## src/rtl/dvp_rgb565_unpack_if.sv

```systemverilog
// Three-lane pixel output bus: lane 0 = R, lane 1 = G, lane 2 = B, all lanes valid together.
interface dvp_rgb565_unpack_if #(
    parameter int unsigned DATA_WIDTH = 16
);
    logic [2:0][DATA_WIDTH-1:0] data;
    logic [2:0]                 valid;

    modport master (output data, valid);
    modport slave  (input  data, valid);
endinterface

```

## src/rtl/dvp_rgb565_unpack.sv

```systemverilog
// DVP byte stream to RGB888 lanes: pairs camera bytes into RGB565 pixels, expands each
// channel to 8 bits, tracks x/y position, drops settling frames and flags bad geometry.
module dvp_rgb565_unpack #(
    parameter int unsigned DATA_WIDTH  = 16,
    parameter int unsigned H_ACTIVE    = 640,
    parameter int unsigned V_ACTIVE    = 480,
    parameter int unsigned SKIP_FRAMES = 10
) (
    input  logic                        clk,
    input  logic                        rst_n,
    input  logic                        cam_vsync,
    input  logic                        cam_href,
    input  logic [7:0]                  cam_data,
    dvp_rgb565_unpack_if.master         out,
    output logic [$clog2(H_ACTIVE)-1:0] x_pos,
    output logic [$clog2(V_ACTIVE)-1:0] y_pos,
    output logic                        frame_start,
    output logic                        line_end,
    output logic [15:0]                 frame_cnt,
    output logic                        size_err,
    output logic                        active
);
    localparam int unsigned XW  = $clog2(H_ACTIVE);
    localparam int unsigned YW  = $clog2(V_ACTIVE);
    // Position counters need one extra bit so they can reach H_ACTIVE / V_ACTIVE.
    localparam int unsigned XCW = XW + 1;
    localparam int unsigned YCW = YW + 1;
    localparam int unsigned SKW = (SKIP_FRAMES < 2) ? 1 : $clog2(SKIP_FRAMES + 1);

    typedef enum logic [1:0] {
        ST_WAIT_SYNC = 2'd0,
        ST_SKIP      = 2'd1,
        ST_ACTIVE    = 2'd2
    } state_t;

    state_t           state;
    state_t           state_next;
    logic [SKW-1:0]   skip_cnt;
    logic [SKW-1:0]   skip_next;

    logic             vsync_r;
    logic             href_r;
    logic [7:0]       data_r;
    logic             vsync_d;
    logic             href_d;
    logic             vsync_rise;
    logic             href_fall;

    logic             phase;
    logic [7:0]       hi_byte;
    logic [XCW-1:0]   x_cnt;
    logic [YCW-1:0]   y_cnt;
    logic             in_frame;

    logic [4:0]       r5;
    logic [5:0]       g6;
    logic [4:0]       b5;
    logic [7:0]       r8;
    logic [7:0]       g8;
    logic [7:0]       b8;

    // Camera inputs are registered once; edges are detected on the registered copies.
    always_ff @(posedge clk or negedge rst_n) begin
        if (!rst_n) begin
            vsync_r <= 1'b0;
            href_r  <= 1'b0;
            data_r  <= 8'd0;
            vsync_d <= 1'b0;
            href_d  <= 1'b0;
        end else begin
            vsync_r <= cam_vsync;
            href_r  <= cam_href;
            data_r  <= cam_data;
            vsync_d <= vsync_r;
            href_d  <= href_r;
        end
    end

    assign vsync_rise = vsync_r & ~vsync_d;
    assign href_fall  = ~href_r & href_d;

    // RGB565 split across the held phase-0 byte and the current phase-1 byte, then bit-replicated.
    assign r5 = hi_byte[7:3];
    assign g6 = {hi_byte[2:0], data_r[7:5]};
    assign b5 = data_r[4:0];
    assign r8 = {r5, r5[4:2]};
    assign g8 = {g6, g6[5:4]};
    assign b8 = {b5, b5[4:2]};

    assign in_frame = (x_cnt < XCW'(H_ACTIVE)) && (y_cnt < YCW'(V_ACTIVE));

    // Frame-gating state register; active mirrors the ACTIVE state.
    always_ff @(posedge clk or negedge rst_n) begin
        if (!rst_n) begin
            state    <= ST_WAIT_SYNC;
            skip_cnt <= '0;
            active   <= 1'b0;
        end else begin
            state    <= state_next;
            skip_cnt <= skip_next;
            active   <= (state_next == ST_ACTIVE);
        end
    end

    // Next-state: count settling frames on vsync rises, then stay ACTIVE until reset.
    always_comb begin
        state_next = state;
        skip_next  = skip_cnt;
        case (state)
            ST_WAIT_SYNC: begin
                if (vsync_rise) begin
                    if (SKIP_FRAMES == 0) begin
                        state_next = ST_ACTIVE;
                    end else begin
                        state_next = ST_SKIP;
                        skip_next  = SKW'(1);
                    end
                end
            end
            ST_SKIP: begin
                if (vsync_rise) begin
                    if (skip_cnt == SKW'(SKIP_FRAMES)) begin
                        state_next = ST_ACTIVE;
                    end else begin
                        skip_next = skip_cnt + SKW'(1);
                    end
                end
            end
            default: begin
                state_next = state;
            end
        endcase
    end

    // Byte pairing, position tracking, pixel emission and geometry checking.
    always_ff @(posedge clk or negedge rst_n) begin
        if (!rst_n) begin
            phase       <= 1'b0;
            hi_byte     <= 8'd0;
            x_cnt       <= '0;
            y_cnt       <= '0;
            out.valid   <= '0;
            out.data    <= '0;
            x_pos       <= '0;
            y_pos       <= '0;
            frame_start <= 1'b0;
            line_end    <= 1'b0;
            frame_cnt   <= 16'd0;
            size_err    <= 1'b0;
        end else begin
            out.valid   <= '0;
            frame_start <= 1'b0;
            line_end    <= 1'b0;
            if (vsync_rise) begin
                // New frame wins over any byte or line end in the same cycle.
                phase <= 1'b0;
                x_cnt <= '0;
                y_cnt <= '0;
            end else if (href_r) begin
                phase <= ~phase;
                if (!phase) begin
                    hi_byte <= data_r;
                end else if (state == ST_ACTIVE) begin
                    if (in_frame) begin
                        out.valid   <= '1;
                        out.data[0] <= DATA_WIDTH'(r8);
                        out.data[1] <= DATA_WIDTH'(g8);
                        out.data[2] <= DATA_WIDTH'(b8);
                        x_pos       <= x_cnt[XW-1:0];
                        y_pos       <= y_cnt[YW-1:0];
                        frame_start <= (x_cnt == '0) && (y_cnt == '0);
                        line_end    <= (x_cnt == XCW'(H_ACTIVE - 1));
                        if ((x_cnt == '0) && (y_cnt == '0)) begin
                            frame_cnt <= frame_cnt + 16'd1;
                        end
                        x_cnt <= x_cnt + XCW'(1);
                    end else begin
                        size_err <= 1'b1;
                    end
                end
            end else begin
                phase <= 1'b0;
                // x only advances on emitted pixels, so a non-zero x means the line produced output.
                if (href_fall && (x_cnt != '0)) begin
                    if (x_cnt < XCW'(H_ACTIVE)) begin
                        size_err <= 1'b1;
                    end
                    y_cnt <= y_cnt + YCW'(1);
                    x_cnt <= '0;
                end
            end
        end
    end
endmodule

```

## src/flat_wrapper.sv

```systemverilog
// flat-port wrapper written by rule: the top's interface ports become plain ports
module dvp_rgb565_unpack_flat 
#(
    parameter int unsigned DATA_WIDTH  = 16,
    parameter int unsigned H_ACTIVE    = 640,
    parameter int unsigned V_ACTIVE    = 480,
    parameter int unsigned SKIP_FRAMES = 10
)
  (clk, rst_n, cam_vsync, cam_href, cam_data, x_pos, y_pos, frame_start, line_end, frame_cnt, size_err, active, out_data, out_valid);
  dvp_rgb565_unpack_if #(.DATA_WIDTH(DATA_WIDTH)) out_i ();
  input  logic clk;
  input  logic rst_n;
  input  logic cam_vsync;
  input  logic cam_href;
  input  logic [7:0] cam_data;
  output logic [$clog2(H_ACTIVE)-1:0] x_pos;
  output logic [$clog2(V_ACTIVE)-1:0] y_pos;
  output logic frame_start;
  output logic line_end;
  output logic [15:0] frame_cnt;
  output logic size_err;
  output logic active;
  output wire logic [$bits(out_i.data)-1:0] out_data;
  output wire logic [$bits(out_i.valid)-1:0] out_valid;
  assign out_data = out_i.data;
  assign out_valid = out_i.valid;
  dvp_rgb565_unpack #(.DATA_WIDTH(DATA_WIDTH), .H_ACTIVE(H_ACTIVE), .V_ACTIVE(V_ACTIVE), .SKIP_FRAMES(SKIP_FRAMES)) u_core (.clk(clk), .rst_n(rst_n), .cam_vsync(cam_vsync), .cam_href(cam_href), .cam_data(cam_data), .out(out_i), .x_pos(x_pos), .y_pos(y_pos), .frame_start(frame_start), .line_end(line_end), .frame_cnt(frame_cnt), .size_err(size_err), .active(active));
endmodule
```

## config.mk

```make
export PLATFORM = sky130hd
export DESIGN_NAME = dvp_rgb565_unpack_flat
export DESIGN_NICKNAME = d
export VERILOG_FILES = /design/src/rtl/dvp_rgb565_unpack_if.sv /design/src/rtl/dvp_rgb565_unpack.sv /design/src/flat_wrapper.sv
export SDC_FILE = /design/constraint.sdc
export NUM_CORES = 1
export LEC_CHECK = 0
export CORE_ASPECT_RATIO = 1.75
export CORE_MARGIN = 10
export CORE_UTILIZATION = 55
export DETAILED_ROUTE_END_ITERATION = 7
export PLACE_DENSITY = 0.87
export SLEW_MARGIN = 25
export SYNTH_ARGS = -nofsm -noshare
export SYNTH_HDL_FRONTEND = slang
export SYNTH_SLANG_ARGS = --single-unit
```

## constraint.sdc

```tcl
create_clock -name clk -period 6.1 [get_ports clk]
set_input_delay 1.83 -clock clk [delete_from_list [all_inputs] [get_ports clk]]
set_output_delay 1.83 -clock clk [all_outputs]
set_load 0.01 [all_outputs]
```

==> out/results.ini <==
[clock_network]
clk_latency_ps = 350
post-cts-setup-buffers = 0
cts_tree = done
clkTransAtPathRegs_ps = 70
cts-resized-gates = 0
holdBufCountCts = 0
clk_path_buf_depth = 2
clock-root-buffer = clkbuf_16
cts.sinks = 104
htreeDepth = 3
numCtsBuffers = 9

[yosys]
synth_area_per_cell_um2 = 12.0
yosys_register_bits = 104
yosysSeqAreaShare_pct = 55.5
yosys_warnings = 0
synthArstFlopShare_pct = 100
synthFlopType = dfrtp_1
netlist-cell-type-count = 52
netlist_instances = 390
synth-edff-count = 0
syn_area_um2 = 4690

[final_layout]
final_cell_count_no_fill = 579
fillers = 576
final_nets = 478
drive_above_1_share_pct = 15.3
mostFrequentLayoutCell = dfrtp_1
syn_to_final_growth_pct = 22.5
antennaDiodeCount = 0
layout_common_cells = dfrtp_1 (104), clkdlybuf4s50_1 (76), mux2_2 (38)

[sta]
skew_ps = 8.10
tightest_slew_ps = 803
hold_viol_final = 0
finalSetupViolations = 0
final_max_slew_viol_count = 0
rsz0062_at_grt = false
timing.fmax_mhz = 312
post-route-min-period_ps = 3210
max_slew_margin_pct = 46.3
period_share_pct = 52.6
setup-tns-final_ps = 0

[power]
ir_drop_v = 0.000181
p_leak_nw = 2.62
pwr_density_cell_nw_per_um2 = 255

[detailed_routing]
wl_per_cell_um = 17.4
viasPerCell = 5.37
drc = 0
wl_mm = 10.1
dr_total_vias = 3111
ant_nets = 0
drt_iter0_markers = 143
first_pass_iters = 4

[global_route]
grt_pass1_wl_mm = 16.5
gr-total-overflow = 0
grt_use_total_pct = 15.8
grt_max_degree = 54
antenna_found_initial = 0
grt_pass1_vias = 3320

[worst_hold_path]
min_path_type = reg -> reg

[placed_design]
port-buffer-count = 77
dp.cells = 562
dp_hpwl_mm = 7.24
place.gp.congestion = 0.808

[die]
die_x_um = 89.8
num_rows = 44
chipHeight_um = 142
start_util_pct = 56.4
die-area_um2 = 12800
pin_count = 102
core_um2 = 8310

[worst_setup_path]
path_class = reg -> out
crit_slowest_cell = clkdlybuf4s50_1
cp_max_fo = 7
slowest_delay_ps = 580
start_kind = flop
worst-path-buf-inv = 1
crit_arrival_ps = 1380
path_cells = clkdlybuf4s50_1
crit_required_ps = 4270
cpLargestDelayFamily = buffers and inverters
endpoint_kind = primary output

[run]
drv_cap = 0

[status]
status = finished clean

final timing paths:
| path | start | slack, ps | cells past startpoint | end |
|---|---|---|---|---|
| min | u_core.vsync_r | 410 | 0 | u_core.vsync_d |
| max in group asynchronous | rst_n | 3500 | 2 | u_core.size_err |
| min reg2reg | u_core.vsync_r | 410 | 0 | u_core.vsync_d |
| max reg2reg | u_core.href_r | 3670 | 5 | u_core.x_pos[9] |
| max | u_core.frame_cnt[9] | 2890 | 1 | frame_cnt[9] |
| min in group asynchronous | rst_n | 1510 | 1 | u_core.y_pos[6] |
sequential cells by signal (all words and copies together) (netlist names), 4 cells and up:
| name | cells |
|---|---|
| u_core.frame_cnt | 16 |
| u_core.out.data | 16 |
| u_core.x_cnt | 11 |
| u_core.x_pos | 10 |
| u_core.y_cnt | 10 |
| u_core.y_pos | 9 |
| u_core.data_r | 8 |
| u_core.hi_byte | 8 |
| u_core.skip_cnt | 4 |
report_power, final:
| group | switching, mW | internal [mW] | leakage [nW] |
|---|---|---|---|
| registers | 0.0290 | 0.720 | 1.39 |
| clock network | 0.249 | 0.360 | 0.156 |
| logic | 0.0592 | 0.0484 | 1.08 |
cell families after synthesis:
kind of cell | share of synthesized area (%)
compound gates | 4.38
xor+xnor | 4.86
fa+ha+maj | 1.87
buf+inv | 7.18
flops | 55.5
mux | 10.8
other cells | 0.0800
simple gates | 15.3
synth_stat cells (2+ instances only):
cell type | number | area [µm²]
nor4_1 | 2 | 12.5
nor3_1 | 6 | 30.0
ha_1 | 7 | 87.6
and3_1 | 5 | 31.3
nor3_2 | 3 | 30.0
nand2b_1 | 2 | 12.5
and4_1 | 3 | 26.3
nand3b_1 | 2 | 15.0
buf_4 | 34 | 255
nor2_1 | 26 | 97.6
nor2b_1 | 3 | 18.8
clkbuf_1 | 5 | 18.8
nand3_1 | 23 | 115
nand2_1 | 23 | 86.3
a21oi_1 | 8 | 40.0
mux2_1 | 6 | 67.6
a21o_1 | 2 | 15.0
buf_2 | 5 | 25.0
mux2_2 | 38 | 428
xor2_1 | 13 | 114
a22o_1 | 2 | 17.5
o22ai_1 | 3 | 18.8
or3_1 | 3 | 18.8
nor4_4 | 2 | 42.5
a31oi_1 | 5 | 31.3
xnor2_1 | 13 | 114
nand4_1 | 8 | 50.1
o21ai_0 | 5 | 25.0
dfrtp_1 | 104 | 2600
inv_1 | 7 | 26.3
area by class of cell:
class / instances / area, µm² / area share, %
inverter: 7 / 26.3 / 0.458
timing repair buffer: 80 / 811 / 14.1
sequential: 104 / 2600 / 45.3
tap: 115 / 144 / 2.51
multi-input combinational: 257 / 1840 / 32.0
clock inverter: 7 / 95.1 / 1.66
clock buffer: 9 / 225 / 3.92
per-stage QoR:
stage | util, % | total power [mW] | hold slack [ps] | setup slack (ps) | area [µm²]
finish | 69.1 | 1.47 | 410 | 2890 | 5740
global route | 69.1 | 1.52 | 435 | 2830 | 5740
CTS | 68.8 | 1.47 | 414 | 2880 | 5720
detailed placement | 64.9 | 0.868 | 393 | 3060 | 5400
global placement | 64.9 | 0.857 | 381 | 3100 | 5400
floorplan | - | 0.831 | 368 | 3720 | 4770
routing by layer:
layer	vias to the layer above	global-route usage (%)	wire [µm]
met5	-	0	0
met4	0	6.42	216
met3	18	5.76	771
met2	120	28.0	5360
met1	1531	16.4	3710
li1	1442	-	-
Note: power is estimated with default switching activity, not from simulation.
